`config.mk`:
```
export PLATFORM = sky130hd
export DESIGN_NAME = wb_trace_buffer
export DESIGN_NICKNAME = d
export VERILOG_FILES = /design/src/rtl/wb_trace_buffer.sv
export SDC_FILE = /design/constraint.sdc
export NUM_CORES = 1
export LEC_CHECK = 0
export BUFFER_PORTS_ARGS = -buffer_cell sky130_fd_sc_hd__buf_2
export CAP_MARGIN = 0
export CORE_UTILIZATION = 40
export CTS_CLUSTER_DIAMETER = 40
export DETAILED_ROUTE_END_ITERATION = 10
export GPL_TIMING_DRIVEN = 1
export MAX_ROUTING_LAYER = met4
export SYNTH_ARGS = -nofsm -noshare
export SYNTH_HDL_FRONTEND = slang
export SYNTH_SLANG_ARGS = --single-unit
```
`constraint.sdc`:
```
create_clock -name Clk -period 8 [get_ports Clk]
set_clock_uncertainty 0.1 [all_clocks]
set_input_delay 1.6 -clock Clk [delete_from_list [all_inputs] [get_ports Clk]]
set_output_delay 1.6 -clock Clk [all_outputs]
set_load 0.05 [all_outputs]
```
`src/rtl/wb_trace_buffer.sv`:
```
// Writeback trace buffer: snoops the core register-file write port and
// queues committed writes (pc, rd, wdata) for a debug reader.
//
// Ports:
//   Clk, Reset          clock, async active-high reset
//   pc, reg_wr, rd,     core writeback snoop
//   wdata
//   trig_pc             PC that starts capture while ARMED
//   arm, stop           control pulses (arm has priority)
//   rd_ready            reader pops head entry
//   rd_valid, rd_data   show-ahead head entry
//   count               entries held (0..DEPTH)
//   overflow            sticky lost-entry flag (WRAP=1 only)
//   state               00 IDLE, 01 ARMED, 10 CAPTURE, 11 DONE
//
// Optional: define TRACE_TIMESTAMP_EN to prepend a 16-bit cycle stamp
// to each entry (TW = 85 instead of 69).
module wb_trace_buffer #(
  parameter int DEPTH = 16,
  parameter bit WRAP  = 1'b0,
  localparam int AW   = $clog2(DEPTH),
`ifdef TRACE_TIMESTAMP_EN
  localparam int TW   = 85
`else
  localparam int TW   = 69
`endif
) (
  input  logic          Clk,
  input  logic          Reset,
  input  logic [31:0]   pc,
  input  logic          reg_wr,
  input  logic [4:0]    rd,
  input  logic [31:0]   wdata,
  input  logic [31:0]   trig_pc,
  input  logic          arm,
  input  logic          stop,
  input  logic          rd_ready,
  output logic          rd_valid,
  output logic [TW-1:0] rd_data,
  output logic [AW:0]   count,
  output logic          overflow,
  output logic [1:0]    state
);

  typedef enum logic [1:0] {
    S_IDLE  = 2'b00,
    S_ARMED = 2'b01,
    S_CAPT  = 2'b10,
    S_DONE  = 2'b11
  } state_t;

  localparam logic [AW:0] CFULL = (AW+1)'(DEPTH);

  state_t        st, st_nx;
  logic [TW-1:0] mem [DEPTH];
  logic [AW-1:0] wr_ptr, rd_ptr;
  logic [AW:0]   cnt;
  logic [TW-1:0] entry;
  logic          trig_hit, push, pop;
  logic          full, ovw, wr_en;

`ifdef TRACE_TIMESTAMP_EN
  logic [15:0] ts;

  // The arm cycle itself is stamp 0, so the
  // counter resumes at 1 on the following cycle.
  always_ff @(posedge Clk or posedge Reset) begin
    if (Reset)    ts <= '0;
    else if (arm) ts <= 16'd1;
    else          ts <= ts + 16'd1;
  end

  assign entry = {ts, pc, rd, wdata};
`else
  assign entry = {pc, rd, wdata};
`endif

  always_comb begin
    trig_hit = (st == S_ARMED) && (pc == trig_pc);
    push     = ((st == S_CAPT) || trig_hit)
             && reg_wr && (rd != 5'd0) && !arm;
    pop      = rd_valid && rd_ready;
    full     = (cnt == CFULL);
    // Full with no pop: circular mode drops the
    // oldest entry; stop mode never gets here.
    ovw      = WRAP && push && full && !pop;
    wr_en    = push && (!full || pop || WRAP);
  end

  always_comb begin
    st_nx = st;
    if (arm) begin
      st_nx = S_ARMED;
    end else begin
      unique case (st)
        S_IDLE:  st_nx = S_IDLE;
        S_ARMED: begin
          if (stop)          st_nx = S_DONE;
          else if (trig_hit) st_nx = S_CAPT;
        end
        S_CAPT: begin
          if (stop)
            st_nx = S_DONE;
          else if (!WRAP && push && !pop
                   && cnt == CFULL - 1'b1)
            st_nx = S_DONE;
        end
        S_DONE:  st_nx = S_DONE;
        default: st_nx = S_IDLE;
      endcase
    end
  end

  always_ff @(posedge Clk or posedge Reset) begin
    if (Reset) begin
      st       <= S_IDLE;
      wr_ptr   <= '0;
      rd_ptr   <= '0;
      cnt      <= '0;
      overflow <= 1'b0;
    end else begin
      st <= st_nx;
      if (arm) begin
        wr_ptr   <= '0;
        rd_ptr   <= '0;
        cnt      <= '0;
        overflow <= 1'b0;
      end else begin
        if (wr_en)
          wr_ptr <= wr_ptr + 1'b1;
        if (pop || ovw)
          rd_ptr <= rd_ptr + 1'b1;
        if (wr_en && !pop && !full)
          cnt <= cnt + 1'b1;
        else if (pop && !wr_en)
          cnt <= cnt - 1'b1;
        if (ovw)
          overflow <= 1'b1;
      end
    end
  end

  always_ff @(posedge Clk) begin
    if (wr_en)
      mem[wr_ptr] <= entry;
  end

  assign rd_valid = (cnt != '0);
  assign rd_data  = rd_valid ? mem[rd_ptr] : '0;
  assign count    = cnt;
  assign state    = st;

endmodule

```
# --- After elaboration in Yosys (flattened, before gate mapping) ---
# Memories as Yosys holds them, arrays and structs flattened.
# Cells that the tools add are included.
totals:
  reg_bits: 15
  mem_bits_rw: 1104
  input_bits: 107
  out_inout_bits: 78
  word_cells: 57
  n_memories: 1
mem_list:
  columns: ["name", "words", "word_bits", "read_ports", "rd_clocked_by_memory_dff", "write_ports", "line_no", "source"]
  rows:
  - ["mem", 16, 69, 1, 0, 1, "55", "logic [TW-1:0] mem [DEPTH];"]
op_classes:
  n_addsub: 4
  n_eq_ne: 8
  muxes: 16
  reduce_logical: 24
op_table:
  columns: ["cell", "count"]
  rows:
  - ["69-bit two-way mux", 1]
  - ["32-bit equality test", 1]
  - ["4-bit two-way mux", 4]
  - ["5-bit two-way mux", 3]
  - ["1-bit logical AND", 11]
  - ["2-bit two-way mux", 5]
  - ["5-bit nonzero test", 2]
  - ["4-bit by 1-bit adder with 4-bit output, second input constant", 2]
  - ["2-bit case mux with 4 select lines", 1]
  - ["5-bit by 1-bit adder with 5-bit output, second input constant", 1]
  - ["5-bit by 4-bit equality test with 1-bit output, second input constant", 1]
  - ["5-bit equality test, second input constant", 1]
  - ["5-bit by 1-bit subtractor with 5-bit output, second input constant", 1]
  - ["2-bit equality test, second input constant", 2]
  - ["1-bit zero test", 4]
  - ["4-bit by 3-bit != test with 1-bit output, second input constant", 1]
  - ["4-bit != test, second input constant", 1]
  - ["2-bit nonzero test", 2]
  - ["3-bit nonzero test", 1]
  - ["2-bit by 1-bit equality test with 1-bit output, second input constant", 1]
  - ["2-bit zero test", 1]
  - ["1-bit logical OR", 2]
  - ["1-bit two-way mux", 2]
  - ["2-bit AND reduction", 1]

# --- Logic depth before layout (Yosys ltp) ---
depth:
  word_depth: 12
  mapped_depth: 12

# --- Worst setup path before layout ---
# OpenSTA, ideal clock, no wires.
synth_timing:
  path_kind: "input port to flip-flop"
  from: "input port trig_pc[17]"
  to: "memory mem[12][0] (enable)"
  setup_time_ns: 0.434
  t_arrival_ns: 4.630
  required_time_ns: 7.466
  slack_ns: 2.835
  stages: 7
  path_buffers: 0
  path_cell_list: "xnor2_1 nand4_1 nor4_2 a31oi_1 nor3_2 and3_1 and2_1"
synth_between:
  elab_chain_len: 9
synth_rtl:
  columns: ["item", "line_no", "source"]
  rows:
  - ["start, declared", "34", "input logic [31:0] trig_pc,"]
  - ["32-bit equality test", "79", "trig_hit = (st == S_ARMED) && (pc == trig_pc);"]
  - ["1-bit logical AND", "79", null]
  - ["1-bit logical OR", "80", "push = ((st == S_CAPT) || trig_hit)"]
  - ["1-bit logical AND (3 in series)", "81", "&& reg_wr && (rd != 5'd0) && !arm;"]
  - ["1-bit logical AND", "87", "wr_en = push && (!full || pop || WRAP);"]
  - ["1-bit two-way mux", "144", "if (wr_en)"]
  - ["1-bit two-way mux (implied by the code)", "145", "mem[wr_ptr] <= entry;"]
  - ["end, declared", "55", null]
# Every way passes these cells.

# --- Worst setup path after layout ---
layout_timing:
  from: "register rd_ptr[0]"
  to: "output port rd_data[45]"
layout_between:
  elab_chain_len: 2
layout_rtl:
  columns: ["item", "line_no", "source"]
  rows:
  - ["start, declared", "56", "logic [AW-1:0] wr_ptr, rd_ptr;"]
  - ["start signal, assigned", "132", "rd_ptr <= rd_ptr + 1'b1;"]
  - ["memory 16 x 69 bit", null, null]
  - ["69-bit two-way mux", "149", "assign rd_data = rd_valid ? mem[rd_ptr] : '0;"]
  - ["end, declared", "39", "output logic [TW-1:0] rd_data,"]
# Every way passes these cells.

==> summary.md <==
| Metric | Value |
|---|---|
| Status | `completed` |
| Critical path arrival | `approximately 4100 ps` |
| Setup bufs post-CTS | `0` |
| Nets | `~2200` |
| Leakage | `about 16 nW` |
| Max_slew headroom | `between 30% and 40%` |
| Cell Area, Synth | `~43000 sq um` |
| GRT Residual Overflow | `0` |
| Die area | `109000 sq um` |
| # IOs | `roughly 190` |
| Antenna viol nets, final | `0` |
| MaxCap Viol Count | `0` |
| CP Capture Type | `primary output` |
| Clock insertion delay at the later pin of the skew report | `740 ps` |
| Power Density | `around 310 nW/um^2` |
| CP most frequent cell | `mux4_2` |
| H-tree levels | `4` |
| CTS resizes | `0` |
| Multi-input logic area | `between 9000 and 10000 sq um` |
| DIE WIDTH | `between 300 and 400 um` |
| Register area | `~34000 sq um` |
| Hold_buf cts | `0` |
| Most instantiated cells after synthesis | `1104 x edfxtp_1, 345 x mux4_2, 72 x nor2b_1, 44 x clkbuf_1, 35 x xnor2_1` |
| Post-synth top area share | `between 70 and 80%` |
| Biggest area consumer among synthesized cells | `edfxtp_1` |
| Post-Synth XOR/XNOR Area | `less than 1%` |
| Sequential fraction of the synthesis area | `77.5%` |
| RSZ-0062 raised after global routing | `false` |
| Final Cell Area | `50800 sq um` |
| Largest net degree at the start of global routing | `129` |
| Die height | `around 330 um` |
| FF+latch count, synth | `approximately 1100` |
| Pins Over Slew Limit | `0` |
| Clock sink count | `~1100` |
| Top_reg_cell synth | `edfxtp_1` |
| Placed Instances | `between 3000 and 4000` |
| Synth Area in Compound Gates | `less than 1%` |
| Mux cell area share after synthesis | `18.2%` |
| Count leader, synth | `edfxtp_1` |
| Startpoint types | `register` |
| Starting Density | `40.4%` |
| Final hold viol count | `0` |
| Vias in the first global route | `20800` |
| Drt wl/cell | `28.4 um` |
| Worst VDD drop | `around 190 uV` |
| Fin cells | `3571` |
| Worst-path clk slew | `around 50 ps` |
| Layout fillers | `~8600` |
| Fraction of layout cells with a size suffix above 1 | `between 30% and 40%` |
| GP Congestion | `0.769` |
| Worst slew pin tran | `926 ps` |
| # rows | `120` |
| Post-DP HPWL | `roughly 58000 um` |
| 1st-pass router iterations | `5` |
| Netlist cell types | `42` |
| CTS Buf Count | `around 140` |
| Maximum clock rate | `between 150 and 200 MHz` |
| CP max stage delay | `between 1000 and 1500 ps` |
| Slowest cell on crit path | `dfrtp_4` |
| Remaining DRCs | `0` |
| Largest family of logic cells by synthesized area | `multiplexers` |
| CORE AREA | `107000 sq um` |
| Placed inst area | `roughly 46000 sq um` |
| Number of buffers added on ports | `183` |
| Total power draw | `around 16 mW` |
| Final setup violation count | `0` |
| Initial antenna violation count | `8` |
| Synth Warn # | `0` |
| Crit-path max FO | `39` |
| Hold WC Path Type | `register to register` |
| Mapped Avg Cell Area | `around 24 sq um` |
| Asr flop ratio synth | `1.34%` |
| Synth Area in Simple Gates | `roughly 1.9%` |
| Worst EP required | `6300 ps` |
| Min Tclk post-route | `between 5000 and 6000 ps` |
| First-pass GRT wire length | `~150000 um` |
| Critical path class | `register to primary output` |
| TNS Setup | `0 ps` |
| Via count | `between 15000 and 20000` |
| Maximum root-to-sink buffer count | `3` |
| Post-synthesis adder-cell area fraction | `less than 1%` |
| Global Route Usage Sum | `roughly a fifth` |
| CTS tree | `done` |
| Area Growth Syn to Fin | `17.6%` |
| Final Cycle Share | `between 70 and 80%` |
| DRT iter0 DRCs | `between 1500 and 2000` |
| DRT Wirelength | `slightly above 100000 um` |
| Cell Chain, Critical Path | `buf_4 -> mux4_2 -> mux4_2 -> nor2b_1 -> buf_2` |
| DR vias/cell | `approximately 5.5` |
| Post-synth EDFFs | `1104` |
| Syn_nets | `~1900` |
| Ranking of synthesized cells by area | `edfxtp_1 77%, mux4_2 18%, nor2b_1 1.0%, dfrtp_1 0.87%, xnor2_1 0.71%` |
| Root Buffer | `clkbuf_16` |
| Synth Instances | `1770` |
==> power by group <==
| group | internal [mW] | switching (mW) | leakage (nW) |
|---|---|---|---|
| Sequential | 6.45 | 0.100 | 10.1 |
| Clock | 3.92 | 2.52 | 2.31 |
| Combinational | 1.18 | 1.81 | 3.41 |
| Total | 11.6 | 4.43 | 15.8 |
==> cell usage in the layout (no fill, tap or decap), types with 3 or more instances in the layout <==
master / Yosys / final
mux2i_1: 5 / 5
nand4_1: 10 / 10
diode_2: 0 / 4
mux2_4: 4 / 4
clkinv_1: 0 / 14
nor2_1: 11 / 11
nand2_1: 11 / 11
dfrtp_4: 0 / 4
clkinv_2: 0 / 11
clkinvlp_4: 0 / 15
dfrtp_1: 15 / 11
nor2b_1: 72 / 72
edfxtp_1: 1104 / 1104
buf_2: 31 / 183
clkinv_8: 0 / 4
a21oi_1: 4 / 4
buf_12: 0 / 8
clkbuf_16: 0 / 143
xnor2_1: 35 / 35
inv_6: 0 / 25
mux4_2: 345 / 345
inv_1: 8 / 8
clkinv_4: 0 / 6
inv_8: 0 / 3
and2_4: 0 / 17
ha_1: 9 / 9
clkbuf_1: 44 / 16
bufinv_16: 0 / 18
buf_4: 1 / 34
nor4_2: 5 / 5
==> cell families (layout without fill, tap and decap cells) <==
kind of cell,Yosys count,after routing
other,1,5
adders and majority gates,10,10
xor gates and xnor gates,37,37
muxes,354,354
and+or+nand+nor,137,137
buffers and inverters,96,490
AOI/OAI and AO/OA,16,16
DFF,1119,1119
==> worst max-delay path: cells and delay by family, from the launching register on <==
family	cells	cell delay, ps
flip-flops	1	1010
multiplexers	2	1110
AND/OR/NAND/NOR	1	230
buffers and inverters	2	990
==> path summary, 6_finish.rpt <==
check | cells past startpoint | slack, ps | from | to
worst min-delay path | 1 | 490 | wr_ptr[0] | wr_ptr[0]
worst max-delay path | 5 | 2180 | rd_ptr[0] | rd_data[45]
min in group asynchronous | 2 | 840 | Reset | rd_ptr[1]
max in group asynchronous | 2 | 6470 | Reset | rd_ptr[0]
worst max register to register | 11 | 4250 | count[0] | count[4]
worst min register to register | 1 | 490 | wr_ptr[0] | wr_ptr[0]
==> registers in the layout, summed over array words and instances (netlist names) <==
register,flops
mem,1104
state,2
rd_ptr,4
wr_ptr,4
count,5
==> through the flow <==
| stage | worst slack (ps) | util, % | hold WS [ps] |
|---|---|---|---|
| global route | 1930 | 47.5 | 517 |
| CTS | 2050 | 47.5 | 484 |
| global placement | 2310 | 43.0 | 440 |
| floorplan | 2840 | - | 421 |
| finish | 2180 | 47.5 | 487 |
| detailed placement | 2200 | 43.0 | 477 |
==> cell type report <==
cell class / instances / share of cell area [%]
Sequential cell: 1119 / 66.0
Multi-Input combinational cell: 555 / 18.4
Clock buffer: 159 / 7.16
Tap cell: 1403 / 3.45
Timing Repair Buffer: 225 / 2.62
Clock inverter: 98 / 2.34
Inverter: 8 / 0.0591
Antenna cell: 4 / 0.0197
==> layer usage <==
metal,track usage (%),vias to the layer above,part of all wire (%)
met5,-,-,0
met4,5.35,0,2.0
met3,3.96,146,5.8
met2,29.7,650,49
met1,27.0,10700,44
li1,-,8196,-
Note: power is estimated with default switching activity, not from simulation.
